`src/rtl/control_unit_pkg.sv`:
```
// rtl/control_unit_pkg.sv - shared constants, state and trap encodings for the copperv control unit
package control_unit_pkg;

  localparam int INST_TYPE_WIDTH = 3;

  localparam logic [INST_TYPE_WIDTH-1:0] INST_TYPE_IMM     = 3'd1;
  localparam logic [INST_TYPE_WIDTH-1:0] INST_TYPE_INT_IMM = 3'd2;
  localparam logic [INST_TYPE_WIDTH-1:0] INST_TYPE_INT_REG = 3'd3;
  localparam logic [INST_TYPE_WIDTH-1:0] INST_TYPE_BRANCH  = 3'd4;

  typedef enum logic [2:0] {
    CU_STATE_IDLE       = 3'd0,
    CU_STATE_FETCH_ADDR = 3'd1,
    CU_STATE_FETCH_DATA = 3'd2,
    CU_STATE_DECODE     = 3'd3,
    CU_STATE_EXEC       = 3'd4,
    CU_STATE_TRAP       = 3'd5
  } cu_state_t;

  typedef enum logic [1:0] {
    TRAP_NONE    = 2'd0,
    TRAP_ILLEGAL = 2'd1,
    TRAP_TIMEOUT = 2'd2
  } trap_cause_t;

  localparam logic PC_NEXT_PLUS4 = 1'b0;
  localparam logic PC_NEXT_IMM   = 1'b1;
  localparam logic RD_DIN_ALU    = 1'b0;
  localparam logic RD_DIN_IMM    = 1'b1;
  localparam logic ALU_SRC_RS2   = 1'b0;
  localparam logic ALU_SRC_IMM   = 1'b1;

  // Only the four assigned codes are executable; everything else traps.
  function automatic logic inst_type_legal(input logic [INST_TYPE_WIDTH-1:0] t);
    return (t == INST_TYPE_IMM) || (t == INST_TYPE_INT_IMM) ||
           (t == INST_TYPE_INT_REG) || (t == INST_TYPE_BRANCH);
  endfunction

endpackage

```
`src/rtl/control_unit_wait_timer.sv`:
```
// rtl/control_unit_wait_timer.sv - fetch wait counter that flags expiry after LIMIT cycles in a fetch state
module control_unit_wait_timer #(
  parameter int unsigned LIMIT = 0
) (
  input  logic i_clk,
  input  logic i_rst,
  input  logic i_clear,
  input  logic i_enable,
  output logic o_expired
);

  localparam int unsigned CW = (LIMIT > 1) ? $clog2(LIMIT) : 1;
  // Index of the last allowed wait cycle; LIMIT=0 disables expiry entirely.
  localparam logic [CW-1:0] LAST = (LIMIT > 0) ? CW'(LIMIT - 1) : '0;

  logic [CW-1:0] r_count;

  // Count cycles spent in the current fetch state, parking at the last index.
  always_ff @(posedge i_clk) begin
    if (i_rst || i_clear) begin
      r_count <= '0;
    end else if (i_enable && (r_count != LAST)) begin
      r_count <= r_count + 1'b1;
    end
  end

  assign o_expired = (LIMIT != 0) && i_enable && (r_count == LAST);

endmodule

```
`src/rtl/control_unit.sv`:
```
// rtl/control_unit.sv - multicycle fetch/decode/execute sequencer with retire counter and trap handling
module control_unit
  import control_unit_pkg::*;
#(
  parameter int unsigned COUNT_WIDTH   = 32,
  parameter int unsigned FETCH_TIMEOUT = 0
) (
  input  logic                       i_clk,
  input  logic                       i_rst,
  output logic                       o_ir_addr_valid,
  input  logic                       i_ir_addr_ready,
  input  logic                       i_ir_data_valid,
  output logic                       o_ir_data_ready,
  output logic                       o_ld_inst,
  input  logic [INST_TYPE_WIDTH-1:0] i_inst_type,
  input  logic                       i_branch_taken,
  output logic                       o_rs1_en,
  output logic                       o_rs2_en,
  output logic                       o_rd_en,
  output logic                       o_alu_src_sel,
  output logic                       o_rd_din_sel,
  output logic                       o_pc_en,
  output logic                       o_pc_next_sel,
  output logic                       o_retired,
  output logic [COUNT_WIDTH-1:0]     o_retire_count,
  output logic                       o_trap,
  output logic [1:0]                 o_trap_cause
);

  cu_state_t              r_state;
  cu_state_t              w_next_state;
  trap_cause_t            r_trap_cause;
  trap_cause_t            w_trap_cause_next;
  logic [COUNT_WIDTH-1:0] r_retire_count;

  logic w_in_fetch;
  logic w_handshake;
  logic w_expired;
  logic w_is_imm;
  logic w_is_int_imm;
  logic w_is_int_reg;
  logic w_is_branch;

  assign w_is_imm     = (i_inst_type == INST_TYPE_IMM);
  assign w_is_int_imm = (i_inst_type == INST_TYPE_INT_IMM);
  assign w_is_int_reg = (i_inst_type == INST_TYPE_INT_REG);
  assign w_is_branch  = (i_inst_type == INST_TYPE_BRANCH);

  // Timer runs only in fetch states and restarts whenever a fetch handshake moves us on.
  assign w_in_fetch  = (r_state == CU_STATE_FETCH_ADDR) || (r_state == CU_STATE_FETCH_DATA);
  assign w_handshake = ((r_state == CU_STATE_FETCH_ADDR) && i_ir_addr_ready) ||
                       ((r_state == CU_STATE_FETCH_DATA) && i_ir_data_valid);

  control_unit_wait_timer #(
    .LIMIT(FETCH_TIMEOUT)
  ) u_wait_timer (
    .i_clk    (i_clk),
    .i_rst    (i_rst),
    .i_clear  (!w_in_fetch || w_handshake),
    .i_enable (w_in_fetch),
    .o_expired(w_expired)
  );

  // State, trap cause and retire counter registers.
  always_ff @(posedge i_clk) begin
    if (i_rst) begin
      r_state        <= CU_STATE_IDLE;
      r_trap_cause   <= TRAP_NONE;
      r_retire_count <= '0;
    end else begin
      r_state      <= w_next_state;
      r_trap_cause <= w_trap_cause_next;
      if (r_state == CU_STATE_EXEC) begin
        r_retire_count <= r_retire_count + 1'b1;
      end
    end
  end

  // Next-state and control decode; a handshake always beats a same-cycle timeout.
  always_comb begin
    w_next_state      = r_state;
    w_trap_cause_next = r_trap_cause;
    o_ir_addr_valid   = 1'b0;
    o_ir_data_ready   = 1'b0;
    o_ld_inst         = 1'b0;
    o_rs1_en          = 1'b0;
    o_rs2_en          = 1'b0;
    o_rd_en           = 1'b0;
    o_alu_src_sel     = ALU_SRC_RS2;
    o_rd_din_sel      = RD_DIN_ALU;
    o_pc_en           = 1'b0;
    o_pc_next_sel     = PC_NEXT_PLUS4;
    o_retired         = 1'b0;
    o_trap            = 1'b0;
    case (r_state)
      CU_STATE_IDLE: begin
        w_next_state = CU_STATE_FETCH_ADDR;
      end
      CU_STATE_FETCH_ADDR: begin
        o_ir_addr_valid = 1'b1;
        if (i_ir_addr_ready) begin
          w_next_state = CU_STATE_FETCH_DATA;
        end else if (w_expired) begin
          w_next_state      = CU_STATE_TRAP;
          w_trap_cause_next = TRAP_TIMEOUT;
        end
      end
      CU_STATE_FETCH_DATA: begin
        o_ir_data_ready = 1'b1;
        if (i_ir_data_valid) begin
          o_ld_inst    = 1'b1;
          w_next_state = CU_STATE_DECODE;
        end else if (w_expired) begin
          w_next_state      = CU_STATE_TRAP;
          w_trap_cause_next = TRAP_TIMEOUT;
        end
      end
      CU_STATE_DECODE: begin
        if (!inst_type_legal(i_inst_type)) begin
          w_next_state      = CU_STATE_TRAP;
          w_trap_cause_next = TRAP_ILLEGAL;
        end else begin
          o_rs1_en      = w_is_int_imm || w_is_int_reg || w_is_branch;
          o_rs2_en      = w_is_int_reg || w_is_branch;
          o_alu_src_sel = w_is_int_imm ? ALU_SRC_IMM : ALU_SRC_RS2;
          o_rd_din_sel  = w_is_imm ? RD_DIN_IMM : RD_DIN_ALU;
          w_next_state  = CU_STATE_EXEC;
        end
      end
      CU_STATE_EXEC: begin
        o_pc_en       = 1'b1;
        o_retired     = 1'b1;
        o_rd_en       = w_is_imm || w_is_int_imm || w_is_int_reg;
        o_alu_src_sel = w_is_int_imm ? ALU_SRC_IMM : ALU_SRC_RS2;
        o_rd_din_sel  = w_is_imm ? RD_DIN_IMM : RD_DIN_ALU;
        o_pc_next_sel = (w_is_branch && i_branch_taken) ? PC_NEXT_IMM : PC_NEXT_PLUS4;
        w_next_state  = CU_STATE_FETCH_ADDR;
      end
      CU_STATE_TRAP: begin
        o_trap = 1'b1;
      end
      default: begin
        w_next_state = CU_STATE_IDLE;
      end
    endcase
  end

  assign o_retire_count = r_retire_count;
  assign o_trap_cause   = r_trap_cause;

endmodule

```
`config.mk`:
```
export PLATFORM = sky130hd
export DESIGN_NAME = control_unit
export DESIGN_NICKNAME = d
export VERILOG_FILES = /design/src/rtl/control_unit_pkg.sv /design/src/rtl/control_unit_wait_timer.sv /design/src/rtl/control_unit.sv
export SDC_FILE = /design/constraint.sdc
export NUM_CORES = 1
export LEC_CHECK = 0
export CORE_AREA = 4 4 67 69
export CTS_CLUSTER_DIAMETER = 120
export DETAILED_ROUTE_END_ITERATION = 7
export DIE_AREA = 0 0 71 73
export HOLD_SLACK_MARGIN = 0.1
export PLACE_DENSITY_LB_ADDON = 0.15
export SYNTH_ARGS = -nofsm -noshare
export SYNTH_HDL_FRONTEND = slang
export SYNTH_SLANG_ARGS = --single-unit
```
`constraint.sdc`:
```
create_clock -name i_clk -period 1.9 [get_ports i_clk]
set_input_delay 0.38 -clock i_clk [delete_from_list [all_inputs] [get_ports i_clk]]
set_output_delay 0.38 -clock i_clk [all_outputs]
set_load 0.1 [all_outputs]
```
==> impl_results.md <==
- Startpoint Class: register
- Unrepaired setup endpoints after global routing: yes
- Top FF cell, synth: dfxtp_1
- Final min period: 2.028 ns
- Max-Cap Viols: 0
- Residual DRC: 0
- Critical path class: register to output port
- Final Max Tran Viols: 0
- Fraction of registers with async set/reset: 0
- Final Cycle Share: 1.067
- CTS tree: done
- Pre-antenna DRT Iters: 4
- Fin worst setup slack: -0.1279 ns
- Clock transition at the registers of the reported paths: 0.07 ns
- Drt first-iter violations: between 70 and 80
- WHS: 0.4797 ns
- GRT Util Overall: 0.1966
- Final Skew: 0.003399 ns
- Synth cell types: 32
- Initial antenna violation count: 0
- Post-synthesis sequential area ratio: 0.4198
- Syn nets: 212
- First-pass GRT wire length: 8.148 mm
- Req. time, crit path: 1.52 ns
- Share of cells above drive strength 1: 0.4436
- Total wire length: 4.567 mm
- DR vias: 1,706
- Design area: 2994 um2
- Failing checks: setup timing
- LEAKAGE: 1.184 nW
- Post-Syn Area: ~1700 um2
- Rows: 23
- CP arrival: 1.65 ns
- Synth-to-Final Area Change: 74.42%
- Routability congestion estimate: 0.8016
- ANT nets after route: 0
- CTS Buffer Depth: 2
- Total core area: around 3900 um2
- Placed Instance Area: 2872 um2
- Power Density: 491.5 nW/um2
- Overflow after GRT: 0
- Design Power: 1.472 mW
- Vias in the first global route: between 1,500 and 2,000
- Yosys reg bits: 36
- Clock root buffer: clkbuf_8
- Max H-tree Level: 2
- Die area: 5183 um2
- Die outline width: 71 um
- Max Fanout on Critical Path: 2
- Number of CTS-inserted buffers: 5
- Ys Warns: 0
- CTS Hold Bufs: 0
- Final net count: 283
- Crit. End Element: output port
- Final hold vios: 0
- Filler cells: 269
- Die height: ~73 um
- Largest net degree at the start of global routing: 22
- Io pins: 54
- Post-detail-place hpwl: 3.423 mm
- VDD IR max: 0.0004682 V
- Wire per inst: 14.05 um
- Vias per std cell: 5.249
- Util after Layout: 0.7650
- Skew-Pair Late Insertion Delay: between 0.2 and 0.3 ns
- Synth Instances: approximately 200
- N_diodes: 0
- Hold/Removal Path Class: register to register
- Number of synthesized flops with an enable pin: 0
- Initial core utilization: 0.4386
- Clock tree sinks: 36
- Port bufs: 52
- Fmax: 493.1 MHz
- Synthesized area per cell: between 8 and 9 um2
- # setup viols final: 5
- Status: complete, but fails checks
## Yosys cell counts, drive strengths merged (2+ instances only)
| library cell | instances | area share |
|---|---|---|
| nor2 | 40 | 0.087 |
| dfxtp | 36 | 0.42 |
| xor2 | 30 | 0.15 |
| nand4 | 17 | 0.066 |
| nand2 | 16 | 0.035 |
| nand3 | 13 | 0.038 |
| and2 | 5 | 0.018 |
| nor3 | 5 | 0.021 |
| a21oi | 4 | 0.012 |
| and3 | 4 | 0.015 |
| buf | 4 | 0.020 |
| clkbuf | 4 | 0.0087 |
| inv | 4 | 0.0087 |
| and4 | 3 | 0.015 |
| nor4 | 3 | 0.015 |
| o21ai | 2 | 0.0058 |
| xnor2 | 2 | 0.010 |
## path summary, 6_finish.rpt
check / startpoint / to / slack [ns] / depth (start not counted)
hold reg to reg: o_retire_count[1] / o_retire_count[1] / 0.48 / 2
setup / recovery: r_state[2] / o_rd_din_sel / -0.13 / 4
setup reg to reg: r_state[2] / o_retire_count[31] / 0.17 / 7
hold / removal: o_retire_count[1] / o_retire_count[1] / 0.48 / 2
## routing by layer
layer	up-vias	share of wire	GRT usage
li1	838	-	-
met1	807	0.41	0.2383
met2	53	0.52	0.3326
met3	8	0.062	0.06474
met4	0	0.014	0.05846
met5	-	0	0
## critical path, stage by stage (launching register included)
cell and delay, ns:
dfxtp_4 0.34, or3b_4 0.38, and2_4 0.17, nor4b_4 0.26, buf_12 0.21
## area by class of cell
| class | count | area, um2 | area share |
|---|---|---|---|
| multi-input combinational | 155 | 1037 | 0.3464 |
| timing repair buffer | 72 | 1008 | 0.3368 |
| tap | 50 | 62.56 | 0.02089 |
| inverter | 4 | 17.52 | 0.005850 |
| sequential | 36 | 785.8 | 0.2624 |
| clock inverter | 3 | 13.76 | 0.004597 |
| clock buffer | 5 | 68.82 | 0.02298 |
## kinds of logic after synthesis
group                      count (synthesis)  share of synthesized area
AOI/OAI and AO/OA                          9                    0.03207
xor gates and xnor gates                  32                     0.1633
adders and majority gates                  1                   0.007287
buffers and inverters                     12                    0.03717
DFF                                       36                     0.4198
other                                      1                   0.002184
and+or+nand+nor                          112                     0.3382
## placed cells by master (no fill, tap or decap), drive strengths merged
cell,instances
or3b,1
nor4b,1
buf,65
nor3,5
nor2b,1
dlygate4sd2,3
nor2,40
a211oi,1
nor4,3
a221oi,1
nand2b,1
and3,4
xnor2,2
and4,3
and2,5
nand4bb,1
xor2,30
a41oi,1
clkbuf,5
clkdlybuf4s50,4
nand3b,1
nand2,16
o21ai,2
nand3,13
ha,1
conb,1
dfxtp,36
clkinv,3
nand4,17
inv,4
a21oi,4
## timing repair
| item | in CTS | in global routing |
|---|---|---|
| endpoints found under the setup margin | 8 | 10 |
| resized for setup | 10 | 5 |
| pin swaps | 6 | 1 |
| setup buffers | 0 | 0 |
## through the flow
step | TNS (ns) | instances | setup WS, ns
after floorplan | -3.808 | 203 | -0.6091
after global placement | -0.006766 | 317 | -0.005732
after detailed placement | -0.1879 | 317 | -0.04230
after CTS | -0.3931 | 325 | -0.1464
after global routing | -0.6026 | 325 | -0.1916
final | -0.2909 | 325 | -0.1279
## power breakdown
| part | switching, mW | internal [mW] | leakage [nW] |
|---|---|---|---|
| Sequential | 0.00334 | 0.744 | 0.309 |
| Combinational | 0.129 | 0.0745 | 0.830 |
| Clock | 0.272 | 0.249 | 0.0453 |
## state kept, by name (all words and copies together), names as in the netlist
register        flops
o_retire_count     32
o_trap_cause        1
r_state             3
Power figures use the tool's default switching activity.
